===== config.mk =====
export PLATFORM = sky130hd
export DESIGN_NAME = multicycle_ctrl
export DESIGN_NICKNAME = d
export VERILOG_FILES = /design/src/rtl/multicycle_ctrl.sv
export SDC_FILE = /design/constraint.sdc
export NUM_CORES = 1
export LEC_CHECK = 0
export BUFFER_PORTS_ARGS = -buffer_cell sky130_fd_sc_hd__buf_2
export CAP_MARGIN = 20
export CORE_ASPECT_RATIO = 0.7
export CORE_MARGIN = 4
export CORE_UTILIZATION = 50
export DETAILED_ROUTE_END_ITERATION = 7
export PLACE_DENSITY_LB_ADDON = 0.25
export SLEW_MARGIN = 15
export SYNTH_ARGS = -nofsm -noshare
export SYNTH_HDL_FRONTEND = slang
export SYNTH_SLANG_ARGS = --single-unit
export TNS_END_PERCENT = 20

===== constraint.sdc =====
create_clock -name clk -period 5.26 [get_ports clk]
set_clock_uncertainty 0.15 [all_clocks]
set_input_delay 0.263 -clock clk [delete_from_list [all_inputs] [get_ports clk]]
set_output_delay 0.263 -clock clk [all_outputs]
set_load 0.01 [all_outputs]

===== src/rtl/multicycle_ctrl.sv =====
// Multicycle processor control FSM: fetch/decode/execute sequencing with
// memory wait states, a per-access timeout and a sticky fault state.
module multicycle_ctrl #(
    parameter int MEM_TIMEOUT = 15
) (
    input  logic       clk,
    input  logic       reset,
    input  logic [1:0] op,
    input  logic       funct_i,
    input  logic       funct_l,
    input  logic       cond_ok,
    input  logic       mem_ready,
    output logic       pc_en,
    output logic       ir_en,
    output logic       data_en,
    output logic       reg_we,
    output logic       mem_req,
    output logic       mem_we,
    output logic       adr_sel,
    output logic       alu_src_imm,
    output logic       pc_src_br,
    output logic       fault,
    output logic [3:0] state
);

    localparam int CW = (MEM_TIMEOUT < 1) ? 1 : $clog2(MEM_TIMEOUT + 1);
    localparam logic [CW-1:0] WAIT_MAX = CW'(MEM_TIMEOUT);

    typedef enum logic [3:0] {
        S_FETCH  = 4'd0,
        S_DECODE = 4'd1,
        S_MEMADR = 4'd2,
        S_MEMRD  = 4'd3,
        S_MEMWB  = 4'd4,
        S_MEMWR  = 4'd5,
        S_EXECR  = 4'd6,
        S_EXECI  = 4'd7,
        S_ALUWB  = 4'd8,
        S_BRANCH = 4'd9,
        S_FAULT  = 4'd15
    } state_t;

    state_t        state_q, state_d;
    logic [CW-1:0] wait_q, wait_d;
    logic          timeout;
    logic          pc_en_raw, ir_en_raw;
    logic          is_wait;

    assign timeout = (wait_q == WAIT_MAX);
    assign state   = state_q;

    always_ff @(posedge clk or posedge reset) begin
        if (reset) begin
            state_q <= S_FETCH;
            wait_q  <= '0;
        end else begin
            state_q <= state_d;
            wait_q  <= wait_d;
        end
    end

    always_comb begin
        state_d     = state_q;
        pc_en_raw   = 1'b0;
        ir_en_raw   = 1'b0;
        data_en     = 1'b0;
        reg_we      = 1'b0;
        mem_req     = 1'b0;
        mem_we      = 1'b0;
        adr_sel     = 1'b0;
        alu_src_imm = 1'b0;
        pc_src_br   = 1'b0;
        fault       = 1'b0;
        case (state_q)
            S_FETCH: begin
                mem_req = 1'b1;
                if (mem_ready) begin
                    ir_en_raw = 1'b1;
                    pc_en_raw = 1'b1;
                    state_d   = S_DECODE;
                end else if (timeout) begin
                    state_d = S_FAULT;
                end
            end
            S_DECODE: begin
                case (op)
                    2'b00:   state_d = funct_i ? S_EXECI : S_EXECR;
                    2'b01:   state_d = S_MEMADR;
                    2'b10:   state_d = S_BRANCH;
                    default: state_d = S_FAULT;
                endcase
            end
            S_MEMADR: begin
                alu_src_imm = 1'b1;
                state_d     = funct_l ? S_MEMRD : S_MEMWR;
            end
            S_MEMRD: begin
                mem_req = 1'b1;
                adr_sel = 1'b1;
                if (mem_ready) begin
                    data_en = 1'b1;
                    state_d = S_MEMWB;
                end else if (timeout) begin
                    state_d = S_FAULT;
                end
            end
            S_MEMWB: begin
                reg_we  = 1'b1;
                state_d = S_FETCH;
            end
            S_MEMWR: begin
                mem_req = 1'b1;
                mem_we  = 1'b1;
                adr_sel = 1'b1;
                if (mem_ready) begin
                    state_d = S_FETCH;
                end else if (timeout) begin
                    state_d = S_FAULT;
                end
            end
            S_EXECR: state_d = S_ALUWB;
            S_EXECI: begin
                alu_src_imm = 1'b1;
                state_d     = S_ALUWB;
            end
            S_ALUWB: begin
                reg_we  = 1'b1;
                state_d = S_FETCH;
            end
            S_BRANCH: begin
                pc_src_br = 1'b1;
                pc_en_raw = cond_ok;
                state_d   = S_FETCH;
            end
            S_FAULT: fault = 1'b1;
            default: state_d = S_FAULT;
        endcase
    end

    // The counter only runs while a wait state holds itself; any transition clears it.
    assign is_wait = (state_q == S_FETCH) || (state_q == S_MEMRD) || (state_q == S_MEMWR);

    always_comb begin
        wait_d = '0;
        if (is_wait && (state_d == state_q)) begin
            wait_d = timeout ? wait_q : wait_q + 1'b1;
        end
    end

    // Reset parks the FSM in FETCH, so the fetch enables must be gated explicitly.
    assign pc_en = pc_en_raw & ~reset;
    assign ir_en = ir_en_raw & ~reset;

endmodule


# Word level (Yosys, flattened, before mapping)

Index checks and enable logic that the tools add are counted.
W data, S select, Z words.

Bits in registers: 8
Bits of input ports: 8
Output and inout port bits: 14
Logic and storage cells: 53

Add/sub/neg operators: 1
Equality and inequality tests: 15
Multiplexer cells: 21
Bitwise logic cells: 3
Reduce and logical (&&, ||, !) cells: 11

Operators with widths:

| cell                  | number |
|---|---|
| $pmux W4 S8           | 1 |
| $mux W4               | 6 |
| $eq A4 B3 Y1 const B  | 4 |
| $eq A4 B4 Y1 const B  | 4 |
| $pmux W4 S3           | 1 |
| $mux W1               | 11 |
| $eq A4 B2 Y1 const B  | 2 |
| $reduce_or A2 Y1      | 4 |
| $reduce_or A3 Y1      | 2 |
| $add A4 B1 Y4 const B | 1 |
| $eq A4 B1 Y1 const B  | 1 |
| $eq A4 B4 Y1          | 1 |
| $logic_not A4 Y1      | 1 |
| $mux W3               | 1 |
| $and A1 B1 Y1         | 2 |
| $eq A2 B1 Y1 const B  | 1 |
| $eq A2 B2 Y1 const B  | 1 |
| $logic_not A2 Y1      | 1 |
| $logic_or A1 B1 Y1    | 2 |
| $ne A2 B2 Y1 const B  | 1 |
| $pmux W1 S2           | 1 |
| $logic_and A1 B1 Y1   | 1 |
| $not A1 Y1            | 1 |

# Depth between registers and ports, before layout

Gate-level depths: netlist of the first run.

Depth after elaboration: 7
Depth in mapped cells: 7
Depth with buffers taken out: 7

# Worst setup path after synthesis of the first run

OpenSTA, ideal clock, no wires.

Path type: reg2out
Start: register state_q[2] (netlist: state[2])
End: output port reg_we
Data arrival time: 1.365 ns
Required time: 4.847 ns
Setup slack: 3.482 ns
Stages on the path, launching flop included: 6
Path buffers: 3
Cells stage by stage: dfrtp_1 buf_6 buf_6 buf_2 nand2b_1 a211oi_1

Cells in the longest elaborated chain, start to end: 3

Ends and longest elaborated chain:

| element                                      | line | RTL |
|---|---|---|
| from (decl)                                  | 43   | `state_t state_q, state_d;` |
| from (signal assigned)                       | 57   | `state_q <= state_d;` |
| $eq A4 B4 Y1 or $eq A4 B3 Y1 (tied branches) | 74   | `case (state_q)` |
| $reduce_or A2 Y1 (no line) (*)               | -    |  |
| $mux W1 (*)                                  | 74   |  |
| to (decl)                                    | 16   | `output logic reg_we,` |

Every way passes the cells marked *; elsewhere a longest branch is shown, timed or not.

# Worst setup path in the final report of the first run

Start: register state_q[2] (netlist: state[2])
End: register wait_q[1]

Cells in the longest elaborated chain, start to end: 6

Ends and longest elaborated chain:

| element                                            | line | RTL |
|---|---|---|
| $eq A4 B4 Y1 (tied with other cells)               | 74   |  |
| $reduce_or A3 Y1 (no line) (tied with other cells) | -    |  |
| $pmux W4 S8                                        | 74   |  |
| $eq A4 B4 Y1                                       | 145  | `if (is_wait && (state_d == state_q)) begin` |
| $logic_and A1 B1 Y1 (*)                            | 145  |  |
| $ne A2 B2 Y1 (no line) or $mux W4 (tied branches)  | -    |  |
| to (signal assigned)                               | 58   | `wait_q <= wait_d;` |
| to (decl)                                          | 44   | `logic [CW-1:0] wait_q, wait_d;` |

Marked as above.
A chain may end at the register's enable or synchronous reset.

==> results.toml, run 1 <==
[outcome]
status = "complete, no violations"

[synthesis]
synth_area_um2 = 938
async_flop_share_pct = 100
synth-seq-area-share_pct = 21.3
yosys.area.top_type_share_pct = 21.3
synth_edf_count = 0
syn_inst = 116
synth_ff_type = "dfrtp_1"
synth.net_count = 129
syn_avg_cell_area_um2 = 8.09
ys_top_cells_by_area = "dfrtp_1 21%, ha_1 6.7%, nor2_1 4.8%"
ys_seq_elements = 8
yosys_warnings = 0
synth_area_leader_cell = "dfrtp_1"
ys_types = 46

[clock_network]
cts.sinks = 8
clk_pin_slew_ns = 0.06
root_buffer = "clkbuf_4"
cts_buffers = 3
insertion_delay_ns = 0.26
cts_resized = 0
htree_levels = 1
cts_tree = "built"
post-cts-setup-buffer-count = 0
cts.hold.buffers_added = 1
clockBufferDepth = 2

[sta]
hold_violations = 0
fin_crit_ns = 2.30
slew_viol_final = 0
max_slew_margin_pct = 45.0
fmax_mhz = 434
finalCritPeriodShare_pct = 43.8
fin_tns_setup_ns = 0
tightest_slew_ns = 0.825
timing.hold.ws_ns = 0.361
rsz0062_at_grt = "false"
setup_violations = 0

[setup_path]
endpoint_kind = "flop"
critPathKind = "flop to flop"
required_ns = 5.25
path_max_fanout = 26
cp.arrival_ns = 2.29
critPathLaunchType = "flop"

[global_routing]
grtUsageMet3_pct = 6.71
grt_use_total_pct = 19.3
met1_usage_pct = 27.6
grt_pass1_wl_um = 3860
grt_max_degree = 27
grt.overflow.total = 0
grtUsageMet2_pct = 27.4
grt_pass1_vias = 827
busiest_layer = "met1"
antenna_found_initial = 0

[layout]
fill_cells = 164
drive_gt1_share_pct = 26.0
final_cell_mix = "21 x buf_2, 12 x nor2_1, 8 x dfrtp_1"
regArea_um2 = 200
n_antenna_cell = 0
syn2layout_area_growth_pct = 9.87
instances_no_fill = 152
multiInputGateArea_um2 = 637
fin_nets = 146
final_common_cell = "buf_2"

[placed_design]
gp_congestion = 0.886
post-place-cells = 148
hpwl_um = 1810
io_buffers = 21

[detailed_routing]
drcViolationCount = 0
vias = 936
drt-total-wl_um = 2430
ant_nets = 0
viasPerCell = 6.16
initialDrtViolationCount = 44
wl_per_cell_um = 16.0
dr.pass1.iters = 4

[floorplanning]
fp-row-count = 12
start_util_pct = 55.8
die_h_um = 44.2
io-pin-count = 22
core_um2 = 1680
die_x_um = 59.8
die_area_um2 = 2640

[power]
power.leakage_nw = 0.465
totalPowerFinal_w = 0.000122
power.density_nw_per_um2 = 119
vdd_ir_drop_max_uv = 117

[flow_run]
cap_viol_max_count = 0

[worst_hold_path]
hold_path.class = "input port to flop"
layout make-up:
type                    count  area share, %
flip-flops and latches      8           19.4
repair buffers             22           11.2
clock buffers               3           2.18
inverters                   8           2.91
multi-input cells          90           61.8
well taps                  21           2.55
report_power, final:
| part | internal, W | leakage (nW) | switching (W) |
|---|---|---|---|
| Sequential | 0.0000616 | 0.0909 | 0 |
| Clock | 0.0000262 | 0.0138 | 0.0000217 |
| Combinational | 0.00000475 | 0.360 | 0.00000803 |
| Total | 0.0000925 | 0.465 | 0.0000297 |
state kept, by name, summed over array words and instances (netlist names):
signal and flops:
wait_q 4, state 4
per-stage QoR:
| stage | setup WS, ns | area (um^2) | util [%] |
|---|---|---|---|
| 5_1_grt | 2.76 | 1030 | 61.3 |
| 4_1_cts | 2.97 | 1030 | 61.3 |
| 6_report | 2.96 | 1030 | 61.3 |
| 3_3_place_gp | 3.06 | 998 | 59.4 |
| 2_1_floorplan | 3.48 | 938 | - |
| 3_5_place_dp | 2.96 | 998 | 59.4 |
per-layer routing:
| metal | vias up | part of all wire (%) |
|---|---|---|
| li1 | 454 | - |
| met1 | 434 | 47 |
| met2 | 43 | 44 |
| met3 | 5 | 8.7 |
| met4 | 0 | 1.1 |
| met5 | - | 0 |
worst paths after layout:
kind | start | endpoint | slack (ns) | cells after the start
worst min-delay path | funct_l | state[1]$_DFF_PP0_ | 0.36 | 4
max in group asynchronous | reset | state[3]$_DFF_PP0_ | 4.32 | 3
worst max-delay path | state[2]$_DFF_PP0_ | wait_q[1]$_DFFE_PP0P_ | 2.96 | 5
min in group asynchronous | reset | wait_q[1]$_DFFE_PP0P_ | 0.39 | 3
worst min register to register | wait_q[0]$_DFFE_PP0P_ | wait_q[0]$_DFFE_PP0P_ | 0.44 | 2
worst max register to register | state[2]$_DFF_PP0_ | wait_q[1]$_DFFE_PP0P_ | 2.96 | 5
kinds of logic (layout without fill, tap and decap cells):
family	Yosys count	after routing	synth area share, %
DFF	8	8	21.3
and+or+nand+nor	49	49	32.1
muxes	2	2	2.13
xor gates and xnor gates	3	3	2.80
AOI/OAI and AO/OA	31	31	24.1
buffers and inverters	18	33	10.8
adders and majority gates	5	5	6.67
worst max-delay path: stages (launching register included):
cell      delay [ns]
dfrtp_1         0.87
nor2_1          0.16
a21boi_0        0.18
nor4b_2         0.30
o22ai_2         0.14
nor4b_1         0.39
Yosys cell counts (all sizes together), types with 4 or more instances:
| master | count |
|---|---|
| nor2 | 13 |
| a21oi | 8 |
| buf | 8 |
| dfrtp | 8 |
| inv | 8 |
| nand2 | 7 |
| o21ai | 7 |
| ha | 5 |
| nand2b | 4 |
| nand3 | 4 |
Power figures use the tool's default switching activity.
==> run 2: changes to the inputs <==
- CORE_UTILIZATION: 50 -> 48
- clock period: 5.26 -> 2.1 ns (I/O delays scaled with it)
==> run 2 against run 1 <==
- core utilization down 1.3 points
- largest power group unchanged
- global-route usage increased by 2.1 points
- critical endpoint is now wait_q[2]$_DFFE_PP0P_
- wire length increased by 4.7%
- critical path depth did not move
- worst setup slack got worse by 2.8 ns
- combinational power rose by 150%
- power rose to 2.5 times the previous value
- sequential share of layout area fell by 1.4 points
- die area is 3.5% higher
- final area grew 8.0%
==> results.toml, run 2 (synthesized netlist as in run 1, its figures left out) <==
[outcome]
status = "complete, no violations"

[layout]
syn2layout_area_growth_pct = 18.7
drive_gt1_share_pct = 31.9
final_core_util_pct = 60.1
n_antenna_cell = 0
regArea_um2 = 200
final_cell_mix = "21 x buf_2, 12 x nor2_1, 10 x buf_4, 8 x dfrtp_1"
fin_nets = 156
fill_cells = 167
final_common_cell = "buf_2"
multiInputGateArea_um2 = 643

[global_routing]
grt_pass1_wl_um = 4250
antenna_found_initial = 0
grt_use_total_pct = 21.4
grt_max_degree = 16
grt_pass1_vias = 895
grt.overflow.total = 0

[sta]
fin_tns_setup_ns = 0
setup_violations = 0
fmax_mhz = 503
hold_violations = 0
rsz0062_at_grt = "false"
max_slew_margin_pct = 64.4
finalCritPeriodShare_pct = 94.7
fin_crit_ns = 1.99
tightest_slew_ns = 0.534
timing.hold.ws_ns = 0.190
slew_viol_final = 0

[clock_network]
cts_tree = "built"
cts.sinks = 8
root_buffer = "clkbuf_4"
insertion_delay_ns = 0.26
post-cts-setup-buffer-count = 0
htree_levels = 1
cts_buffers = 3
clk_pin_slew_ns = 0.05
clockBufferDepth = 2

[detailed_routing]
drt-total-wl_um = 2540
vias = 984
viasPerCell = 6.04
drcViolationCount = 0
ant_nets = 0
dr.pass1.iters = 4
initialDrtViolationCount = 54
wl_per_cell_um = 15.6

[floorplanning]
start_util_pct = 50.6
die_x_um = 60.8
die_h_um = 45.0
io-pin-count = 22
fp-row-count = 13
core_um2 = 1850
die_area_um2 = 2740

[setup_path]
r2r_start = "state[0]$_DFF_PP0_"
worstRegToRegCells = 5
critPathLaunchType = "flop"
crit_end = "wait_q[2]$_DFFE_PP0P_"
cp.arrival_ns = 1.99
endpoint_kind = "flop"
critPathKind = "flop to flop"
required_ns = 2.10
r2r_setup_slack_ns = 0.11
startpoint = "state[0]$_DFF_PP0_"
r2r-end = "wait_q[2]$_DFFE_PP0P_"
path_max_fanout = 15

[worst_hold_path]
hold_path.class = "input port to flop"

[power]
power.density_nw_per_um2 = 276
power.leakage_nw = 0.508
vdd_ir_drop_max_uv = 202

[placed_design]
hpwl_um = 1970
io_buffers = 21
gp_congestion = 0.880

[flow_run]
cap_viol_max_count = 0
## run 2: layout make-up
cell class | count | share of cell area [%]
Timing Repair Buffer | 32 | 17.1
Tap cell | 22 | 2.47
Sequential cell | 8 | 18.0
Inverter | 8 | 2.70
Multi-Input combinational cell | 90 | 57.8
Clock buffer | 3 | 2.02
## run 2: power breakdown
part           leakage, nW  switching [W]  total (W)  internal (W)
clock               0.0138      0.0000563   0.000122     0.0000656
sequential          0.0909              0   0.000154      0.000154
combinational        0.403      0.0000193  0.0000314     0.0000121
## run 2: per-stage QoR
step	cells	worst slack [ns]	instance area, um^2	total power (W)
floorplan	116	0.324	938	0.000173
global placement	159	0.205	1070	0.000186
detailed placement	159	0.133	1070	0.000187
CTS	163	0.119	1110	0.000314
global route	163	0.00662	1110	0.000324
finish	163	0.110	1110	0.000308
## run 2: worst max-delay path, cell delays in order, from the launching register on
cell      delay [ns]
dfrtp_1         0.67
nand2b_4        0.14
or4_1           0.50
nand3_1         0.13
a21oi_2         0.07
and4bb_1        0.22
## run 2: routing by layer
metal / share of wire (%) / GRT usage [%]
met1: 46 / 31.2
met2: 43 / 30.5
met3: 8.5 / 4.57
met4: 1.7 / 8.66
met5: 0 / 0
## run 2: how the worst min path moves through the flow
stage,slack (ns),start,endpoint,cells after the start
after detailed placement,-0.06,reset,state[2]$_DFF_PP0_,2
after CTS,0.18,funct_l,state[2]$_DFF_PP0_,5
after floorplan,-0.23,reset,state[0]$_DFF_PP0_,1
final,0.19,funct_l,state[2]$_DFF_PP0_,5
after global placement,-0.06,reset,state[2]$_DFF_PP0_,2
after global routing,0.24,reset,wait_q[0]$_DFFE_PP0P_,3
## run 2: what timing repair did
action,CTS,global route
resized for setup,0,1
endpoints found under the setup margin,0,1
hold buffers,1,0
hold endpoints to repair,8,0
==> run 3: changes to the inputs <==
- clock period: 2.1 -> 1.82 ns (I/O delays scaled with it)
==> run 3 against run 2 <==
- the run now ends with negative setup slack left
- die area stayed put
- non-clock buffer count is 12 higher
- final area is 21% higher
- global-route usage is 2.0 points higher
- critical path type unchanged
- critical endpoint is now wait_q[3]$_DFFE_PP0P_
==> results.toml, run 3 (synthesized netlist as in run 1, its figures left out) <==
[detailed_routing]
viasPerCell = 6.05
dr.pass1.iters = 4
drcViolationCount = 0
ant_nets = 0
initialDrtViolationCount = 63
drt-total-wl_um = 3080
vias = 1058
wl_per_cell_um = 17.6

[power]
vdd_ir_drop_max_uv = 300
totalPowerFinal_w = 0.000360
power.leakage_nw = 0.582
power.density_nw_per_um2 = 268

[setup_path]
critPathKind = "flop to flop"
endpoint_kind = "flop"
required_ns = 1.81
r2r_start = "wait_q[1]$_DFFE_PP0P_"
cp.arrival_ns = 1.83
startpoint = "wait_q[1]$_DFFE_PP0P_"
path_cells = "ha_2 -> nand3_2 -> buf_4 -> a21oi_1 -> nor2_2 -> o22ai_4 -> and4bb_1"
cp_top_family = "simple AND/OR/NAND/NOR gates"
crit_buf_inv = 1
cp_slowest_stage_delay_ns = 0.39
cp_slowest_cell = "dfrtp_1"
path_max_fanout = 4
critPathLaunchType = "flop"

[sta]
slew_viol_final = 0
fmax_mhz = 545
tightest_slew_ns = 0.422
finalCritPeriodShare_pct = 101
hold_violations = 0
setup_violations = 1
fin_crit_ns = 1.84
max_slew_margin_pct = 71.5
rsz0062_at_grt = "true"
setup_slack_ns = -0.0162
timing.hold.ws_ns = 0.200

[global_routing]
grt_pass1_wl_um = 4730
grt_pass1_vias = 963
grt_max_degree = 18
antenna_found_initial = 0
grt.overflow.total = 0
grt_use_total_pct = 23.4

[layout]
postLayoutCellArea_um2 = 1350
drive_gt1_share_pct = 47.7
syn2layout_area_growth_pct = 43.3
fin_nets = 168
final_common_cell = "buf_2"
final_cell_mix = "21 x buf_2, 17 x buf_4, 10 x nor2_1, 7 x nand2_1, 7 x a21oi_1"
n_antenna_cell = 0

[worst_hold_path]
hold_path.class = "input port to asynchronous set/reset pin"

[floorplanning]
io-pin-count = 22
core_um2 = 1850
die_h_um = 45.0
die_x_um = 60.8
start_util_pct = 50.6
die_area_um2 = 2740
fp-row-count = 13

[outcome]
status = "finished with violations"
violations = "negative setup slack"

[clock_network]
clockBufferDepth = 2
insertion_delay_ns = 0.26
cts.sinks = 8
cts_tree = "built"
clk_pin_slew_ns = 0.07
cts_buffers = 3
htree_levels = 1
root_buffer = "clkbuf_4"

[flow_run]
cap_viol_max_count = 0

[placed_design]
hpwl_um = 2210
io_buffers = 21
dpl-instance-area_um2 = 1170
gp_congestion = 0.869
run 3: cell types whose count changed in the layout (fill, tap and decap cells not counted), moves of 2 or more:
| cell | previous run | this run |
|---|---|---|
| buf_4 | 10 | 17 |
| nor2_2 | 1 | 3 |
| nor2_1 | 12 | 10 |
| nor4b_4 | 0 | 2 |
| nand3_2 | 1 | 3 |
| nand3_1 | 3 | 1 |
| dfrtp_2 | 0 | 3 |
| dfrtp_1 | 8 | 5 |
| buf_12 | 0 | 4 |
run 3: worst reg2reg max path, delay by kind of cell, from the launching register on:
kind	cells	cell delay, ns
AND/OR/NAND/NOR	3	0.41
flip-flops	1	0.39
AO/OA/AOI/OAI	2	0.37
adder cells (fa/ha/maj)	1	0.23
buffers and inverters	1	0.16
run 3: area by class of cell:
cell class                      count  area [um^2]
Clock buffer                        3         22.5
Fill cell                         142          509
Inverter                            8         33.8
Multi-Input combinational cell     90          727
Sequential cell                     8          204
Tap cell                           22         27.5
Timing Repair Buffer               44          330
run 3: final timing paths:
check                                              to  slack, ns  cells past startpoint
worst max-delay path            wait_q[3]$_DFFE_PP0P_      -0.02                      7
worst min-delay path            wait_q[1]$_DFFE_PP0P_       0.20                      3
worst max register to register  wait_q[3]$_DFFE_PP0P_      -0.02                      7
worst min register to register     state[2]$_DFF_PP0_       0.56                      2
max in group asynchronous          state[0]$_DFF_PP0_       1.03                      3
min in group clk                   state[1]$_DFF_PP0_       0.22                      4
run 3: where the power goes:
part           switching (W)  leakage (nW)  internal, W
Combinational      0.0000242         0.478    0.0000142
Clock              0.0000680        0.0138    0.0000759
Sequential                 0        0.0900     0.000178
run 3: repair_timing:
action	CTS	global route
endpoints found under the hold margin	8	0
cloned	0	0
pin swaps	1	6
endpoints found under the setup margin	6	8
buffers inserted	0	3
gates resized for setup	6	16
hold buffers	1	0
run 3: through the flow:
stage	setup WS, ns	setup TNS, ns	instances	util [%]
final	-0.0162	-0.0162	175	72.5
after global routing	-0.0855	-0.391	175	72.5
after floorplan	0.0443	0	116	-
after detailed placement	-0.138	-0.360	168	63.0
after CTS	-0.0273	-0.0524	172	65.7
after global placement	-0.0484	-0.0940	168	63.0
run 3: layer usage:
| metal | vias to the layer above | global-route usage, % | wire (um) |
|---|---|---|---|
| met5 | - | 0 | 0 |
| met4 | 0 | 3.90 | 91 |
| met3 | 8 | 3.71 | 283 |
| met2 | 63 | 37.1 | 1370 |
| met1 | 492 | 34.1 | 1340 |
| li1 | 495 | - | - |
